--- src/rtl/uart_reg_block.sv ---
// uart_reg_block: APB register file, transmit request handshake and receive buffer for a UART core.
// Optional macro UART_IRQ_EN adds the IER register and a registered level interrupt.
module uart_reg_block #(
    parameter int ADDR_W = 5
) (
    input  logic              clk,
    input  logic              reset_n,
    input  logic [ADDR_W-1:0] paddr,
    input  logic              psel,
    input  logic              penable,
    input  logic              pwrite,
    input  logic [31:0]       pwdata,
    output logic [31:0]       prdata,
    output logic              pready,
    output logic              pslverr,
    output logic [1:0]        data_bit_num_o,
    output logic              parity_en_o,
    output logic              parity_type_o,
    output logic              stop_bit_num_o,
    output logic [31:0]       tx_data_o,
    output logic              start_tx_o,
    input  logic              tx_start_ack_i,
    input  logic              tx_done_i,
    input  logic              rx_done_i,
    input  logic [31:0]       rx_data_i,
    input  logic              parity_error_i,
    output logic              host_read_data_o,
    output logic              irq_o,
    output logic [1:0]        tx_state_dbg
);

    localparam int WA = ADDR_W - 2;
    localparam logic [WA-1:0] A_TX     = WA'(0);
    localparam logic [WA-1:0] A_RX     = WA'(1);
    localparam logic [WA-1:0] A_CFG    = WA'(2);
    localparam logic [WA-1:0] A_CTRL   = WA'(3);
    localparam logic [WA-1:0] A_STATUS = WA'(4);
    localparam logic [WA-1:0] A_IER    = WA'(5);

    typedef enum logic [1:0] {
        TX_IDLE = 2'd0,
        TX_REQ  = 2'd1,
        TX_BUSY = 2'd2
    } tx_state_t;

    tx_state_t state, state_nx;

    logic [31:0]   tx_data;
    logic [31:0]   rx_buf;
    logic [4:0]    cfg;
    logic          tx_done;
    logic          rx_valid;
    logic          parity_err;
    logic          overrun;
    logic [1:0]    ier;
    logic          irq;

    logic          access;
    logic [WA-1:0] word;
    logic          sel_tx, sel_rx, sel_cfg, sel_ctrl, sel_status, sel_ier, mapped;
    logic          tx_busy;
    logic          err;
    logic          wr_ok;
    logic          w1c;
    logic          start_req;
    logic          tx_done_set;
    logic          rx_read;
    logic          addr_lsb_unused;

    // Reset gates the access so no APB response or read pulse leaks out while reset_n is low.
    assign access          = psel & penable & reset_n;
    assign word            = paddr[ADDR_W-1:2];
    assign addr_lsb_unused = ^paddr[1:0];

    assign sel_tx     = (word == A_TX);
    assign sel_rx     = (word == A_RX);
    assign sel_cfg    = (word == A_CFG);
    assign sel_ctrl   = (word == A_CTRL);
    assign sel_status = (word == A_STATUS);
    assign sel_ier    = (word == A_IER);
    assign mapped     = sel_tx | sel_rx | sel_cfg | sel_ctrl | sel_status | sel_ier;

    assign tx_busy = (state != TX_IDLE);

    always_comb begin
        err = 1'b0;
        if (access) begin
            if (!mapped) begin
                err = 1'b1;
            end else if (pwrite) begin
                err = sel_rx
                    | ((sel_tx | sel_cfg) & tx_busy)
                    | (sel_ctrl & pwdata[0] & tx_busy);
            end
        end
    end

    assign wr_ok     = access & pwrite & ~err;
    assign w1c       = wr_ok & sel_status;
    assign start_req = wr_ok & sel_ctrl & pwdata[0];
    assign rx_read   = access & ~pwrite & sel_rx;

    always_comb begin
        prdata = 32'd0;
        if (access && !pwrite && !err) begin
            if (sel_tx)          prdata = tx_data;
            else if (sel_rx)     prdata = rx_buf;
            else if (sel_cfg)    prdata = {27'd0, cfg};
            else if (sel_status) prdata = {27'd0, overrun, parity_err, rx_valid, tx_done, tx_busy};
            else if (sel_ier)    prdata = {30'd0, ier};
        end
    end

    assign pslverr          = err;
    assign pready           = 1'b1;
    assign host_read_data_o = rx_read;

    // start_tx_o / tx_start_ack_i is a valid/ready pair: the request stays high from the
    // accepted CTRL start until a clock edge sees ack high, which is when the core takes it.
    always_ff @(posedge clk or negedge reset_n) begin
        if (!reset_n) state <= TX_IDLE;
        else          state <= state_nx;
    end

    always_comb begin
        state_nx    = state;
        start_tx_o  = 1'b0;
        tx_done_set = 1'b0;
        case (state)
            TX_IDLE: begin
                if (start_req) state_nx = TX_REQ;
            end
            TX_REQ: begin
                start_tx_o = 1'b1;
                if (tx_start_ack_i) state_nx = TX_BUSY;
            end
            TX_BUSY: begin
                if (tx_done_i) begin
                    state_nx    = TX_IDLE;
                    tx_done_set = 1'b1;
                end
            end
            default: state_nx = TX_IDLE;
        endcase
    end

    assign tx_state_dbg = state;

    always_ff @(posedge clk or negedge reset_n) begin
        if (!reset_n) begin
            tx_data <= 32'd0;
            cfg     <= 5'd0;
        end else if (wr_ok) begin
            if (sel_tx)  tx_data <= pwdata;
            if (sel_cfg) cfg     <= pwdata[4:0];
        end
    end

    // A set event in the same cycle as a W1C write takes priority over the clear.
    always_ff @(posedge clk or negedge reset_n) begin
        if (!reset_n) begin
            tx_done    <= 1'b0;
            rx_valid   <= 1'b0;
            rx_buf     <= 32'd0;
            parity_err <= 1'b0;
            overrun    <= 1'b0;
        end else begin
            tx_done    <= tx_done_set | (tx_done & ~(w1c & pwdata[1]));
            parity_err <= (rx_done_i & parity_error_i) | (parity_err & ~(w1c & pwdata[3]));
            overrun    <= (rx_done_i & rx_valid & ~rx_read) | (overrun & ~(w1c & pwdata[4]));
            if (rx_done_i) begin
                rx_buf   <= rx_data_i;
                rx_valid <= 1'b1;
            end else if (rx_read) begin
                rx_valid <= 1'b0;
            end
        end
    end

`ifdef UART_IRQ_EN
    always_ff @(posedge clk or negedge reset_n) begin
        if (!reset_n) begin
            ier <= 2'd0;
            irq <= 1'b0;
        end else begin
            if (wr_ok && sel_ier) ier <= pwdata[1:0];
            irq <= |(ier & {rx_valid, tx_done});
        end
    end
`else
    assign ier = 2'd0;
    assign irq = 1'b0;
`endif

    assign irq_o = irq;

    assign tx_data_o      = tx_data;
    assign data_bit_num_o = cfg[1:0];
    assign parity_en_o    = cfg[2];
    assign parity_type_o  = cfg[3];
    assign stop_bit_num_o = cfg[4];

endmodule

--- config.mk ---
export PLATFORM = sky130hd
export DESIGN_NAME = uart_reg_block
export DESIGN_NICKNAME = d
export VERILOG_FILES = /design/src/rtl/uart_reg_block.sv
export SDC_FILE = /design/constraint.sdc
export NUM_CORES = 1
export LEC_CHECK = 0
export ABC_CLOCK_PERIOD_IN_PS = 2050
export CORE_MARGIN = 5
export CORE_UTILIZATION = 42
export DETAILED_ROUTE_END_ITERATION = 8
export PLACE_DENSITY = 0.81
export SKIP_CTS_REPAIR_TIMING = 1
export SYNTH_ARGS = -nofsm -noshare
export SYNTH_HDL_FRONTEND = slang
export SYNTH_SLANG_ARGS = --single-unit
--- constraint.sdc ---
create_clock -name clk -period 2.05 [get_ports clk]
set_clock_uncertainty 0.2 [all_clocks]
set_input_delay 0.205 -clock clk [delete_from_list [all_inputs] [get_ports clk]]
set_output_delay 0.205 -clock clk [all_outputs]
set_load 0.01 [all_outputs]
* Word level (Yosys, flattened, before mapping) *
Index checks and enable logic that the tools add are counted.

operators by class
  equality and inequality tests = 10
  mux-type cells = 17
  bitwise gates (word level) = 38
  reductions and logical operators = 11

operator list
  kind                  count
  $mux W32              3
  $and A1 B1 Y1         21
  $or A1 B1 Y1          11
  $mux W5               2
  $mux W1               8
  $eq A3 B2 Y1 const B  2
  $eq A3 B3 Y1 const B  2
  $mux W2               3
  $ne A2 B2 Y1 const B  3
  $not A1 Y1            6
  $pmux W2 S3           1
  $reduce_and A2 Y1     2
  $reduce_bool A2 Y1    2
  $eq A3 B1 Y1 const B  1
  $logic_not A3 Y1      1
  $reduce_and A3 Y1     1
  $eq A2 B1 Y1 const B  1
  $eq A2 B2 Y1 const B  1
  $logic_and A1 B1 Y1   2
  $logic_not A1 Y1      2
  $logic_not A2 Y1      1

storage, ports and cells
  flip-flop bits (word level) = 75
  input port bits = 78
  output and inout port bits = 76
  logic and storage cells = 84

* Depth between registers and ports, before layout *
  depth in word-level cells = 15
  mapped depth = 7
  gate-level depth less buffers = 4

* Least setup slack after synthesis *
Ideal clock, no wire load.

  path kind = input to output
  from = input paddr[3]
  to = output prdata[22]
  arrival = 1,343 ps
  required time = 1,645 ps
  slack = 302 ps
  cell stages on the path = 7
  buffers on the path = 3
  cells stage by stage = buf_4 and2b_1 and2b_1 buf_2 buf_4 a22oi_1 nor2_1

on the way
  longest elaborated chain between the ends = 11
  elaborated cells on any way between the ends = 25
  those cells by class = eq/ne (5); mux (6); bitwise (11); reduce/logical (3)

ends and longest elaborated chain
  what                                                  line    text
  start, declared                                       8       input logic [ADDR_W-1:0] paddr,
  $eq A3 B2 Y1, or another cell as far along            77      assign sel_cfg = (word == A_CFG);
  $or A1 B1 Y1, on equally long branches                92, 81
  $and A1 B1 Y1 / $or A1 B1 Y1 (equally long branches)  92, 81
  $or A1 B1 Y1, on equally long branches                92, 81
  $or A1 B1 Y1, on equally long branches                93, 81
  $mux W1 / $or A1 B1 Y1 (equally long branches)        90, 81
  $mux W1                                               88      if (!mapped) begin
  $mux W1                                               87      if (access) begin
  $logic_not A1 Y1                                      105     if (access && !pwrite && !err) begin
  $logic_and A1 B1 Y1                                   105
  $mux W32 (*)                                          105
  end, declared                                         13      output logic [31:0] prdata,

Mark *: on every way between the ends. The rest lies on a longest branch, timed or not.

* Worst setup path in the final report *
  from = input psel
  to = output prdata[30]

on the way
  longest elaborated chain between the ends = 6
  elaborated cells on any way between the ends = 7
  those cells by class = mux (2); bitwise (2); reduce/logical (3)

ends and longest elaborated chain
  what                             line  text
  start, declared                  9     input logic psel,
  $and A1 B1 Y1 (*) (2 in series)  71    assign access = psel & penable & reset_n;
  $mux W1                          87
  $logic_not A1 Y1                 105
  $logic_and A1 B1 Y1 (*)          105
  $mux W32 (*)                     105

Marked as above.

==> impl_metrics.toml <==
[run_status]
status = "finished, final reports clean"

[flow_run]
maxCapViolCount = 0

[final_layout]
drive_above_1_share_pct = 19.60
areaGrowthSynthToFinish_pct = 59.77
final_common_cell = "clkdlybuf4s50_1"
fin_nets = 523
n_antenna_cell = 0
mostFrequentLayoutCells = "clkdlybuf4s50_1, dfrtp_1, mux2_2"
final_area_um2 = 5492

[route]
drt_iter0_markers = 65
routed_wl_um = 10010
viasPerCell = 5.159
wl_per_cell_um = 18.07
dr.pass1.iters = 4
dr_total_vias = 2858
drc = 0
ant_nets = 0

[synth]
synth_area_um2 = 3437
ys_seq_elements = 75
postSynthCellCount = 279
synth_seq_area_share_pct = 54.61
yosysUniqueCellTypes = 30
yosys_warnings = 0
postSynthAreaPerCell_um2 = 12.32
synth_nets = 357

[global_route]
antenna_found_initial = 0
grt_max_degree = 76
first_global_vias = 3054
grt_pass1_wl_um = 15640
grt.overflow.total = 0
grt_usage_pct = 19.72

[place]
hpwlAfterDp_um = 7173
port_buffers = 149
placed_cell_area_um2 = 5180
gp_congestion = 0.7983

[die]
initial_utilization_pct = 42.47
die_area_um2 = 10090
die_x_um = 100.5
io_pins = 154
row_count = 33
chipHeight_um = 100.5
core_um2 = 8093

[hold_path]
hold_path_class = "in2async"

[sta]
finalSetupViolations = 0
tns_ns = 0
slew_viol_final = 0
slew-limit-headroom_pct = 37.18
hold_viol = 0
worstMarginPinSlew_ns = 0.9424
holdWs_ns = 0.03052
period_minus_slack_ns = 1.989
fmax_mhz = 502.8
min_period_over_period_pct = 97.03

[worst_setup_path]
worstSetupStartpointType = "input pin"
cp.arrival_ns = 1.58
reg2regPathDepth = 4
crit_type = "in2out"
timing.rr.start = "tx_state_dbg[0]$_DFFE_PN0P_"
rr_endpoint = "tx_data_o[20]$_DFFE_PN0P_"
worstPathMaxFanout = 12
cp-end-kind = "primary output"
rrSetupSlack_ns = 0.30
required_ns = 1.64

[clocking]
path_clk_slew_ns = 0.06
cts_buffers = 9
cts_tree = "yes"
root_buffer = "clkbuf_8"
clk_latency_ns = 0.33
h-tree-depth = 3
clock_sinks = 75
clk_path_buf_depth = 2

[power_and_ir_drop]
max-vdd-ir-drop_uv = 455.5
power.density_nw_per_um2 = 642.4
power.leakage_nw = 2.873
fin_total_pwr_mw = 3.528
-- where the power goes --
group | internal [mW] | total, mW | leakage [nW] | switching, mW
Clock | 0.554 | 1.05 | 0.0902 | 0.493
Sequential | 1.64 | 1.76 | 0.932 | 0.114
Combinational | 0.457 | 0.724 | 1.85 | 0.267
-- metal layers --
metal	part of all wire, %	GRT usage (%)
met3	7.3	5.744
met5	0	0
met2	50	32.87
met4	1.8	6.425
met1	41	24.67
-- cells in the mapped netlist, drive strengths merged --
cell / count / share of area [%]
conb: 2 / 0.22
a22oi: 31 / 6.8
nand4b: 1 / 0.25
nand2: 14 / 1.5
a22o: 1 / 0.25
nand3: 1 / 0.15
clkbuf: 6 / 0.66
nor2b: 3 / 0.55
o2bb2ai: 2 / 0.51
and3: 2 / 0.36
a21oi: 7 / 1.0
mux2: 69 / 23
and2b: 2 / 0.44
nor3: 1 / 0.47
o32a: 1 / 0.29
a21o: 1 / 0.22
nand2b: 1 / 0.18
o21ai: 2 / 0.29
inv: 4 / 0.44
nor2: 31 / 3.4
and4: 1 / 0.25
dfrtp: 75 / 55
mux2i: 1 / 0.29
buf: 15 / 2.9
a32o: 1 / 0.29
a221oi: 4 / 1.0
-- how the worst max path moves through the flow --
stage | startpoint | slack, ns | cells past startpoint | end
finish | psel | 0.06 | 7 | prdata[30]
global route | penable | -0.05 | 7 | prdata[24]
CTS | psel | -0.48 | 7 | prdata[8]
detailed placement | psel | -0.47 | 7 | prdata[8]
global placement | psel | -0.47 | 7 | prdata[11]
floorplan | paddr[3] | 0.30 | 7 | prdata[22]
-- layout make-up --
type,count,area (µm²)
fill,652,2601
sequential,75,1877
timing repair buffer,176,1852
multi-input combinational,179,1441
clock buffer,12,135.1
tap,105,131.4
clock inverter,3,40.04
inverter,4,15.01
-- registers in the layout, indices dropped and copies added, names as in the netlist --
register / cells
rx_buf: 32
tx_state_dbg: 2
cfg: 5
overrun: 1
tx_done: 1
parity_err: 1
tx_data_o: 32
rx_valid: 1
-- stage by stage --
step / util [%] / instances / setup slack (ns)
final: 67.86 / 554 / 0.06096
after global routing: 67.86 / 554 / -0.05229
after CTS: 66.17 / 552 / -0.4759
after detailed placement: 64.01 / 537 / -0.4729
after global placement: 64.01 / 537 / -0.4671
after floorplan: - / 279 / 0.3020
-- critical path, cell delays in order --
cell	delay, ns
clkdlybuf4s50_1	0.48
nand3_1	0.15
nor2_4	0.15
nand2_4	0.10
buf_4	0.20
nor2_1	0.11
dlymetal6s2s_1	0.19
-- kinds of logic (layout without fill, tap and decap cells) --
logic type	Yosys count	in the layout	synth area share, %
AOI/OAI and AO/OA	50	50	10.67
buffers and inverters	25	195	4.040
DFF	75	75	54.61
muxes	70	70	22.90
other	2	2	0.2185
and+or+nand+nor	57	57	7.572
Note: power is estimated with default switching activity, not from simulation.
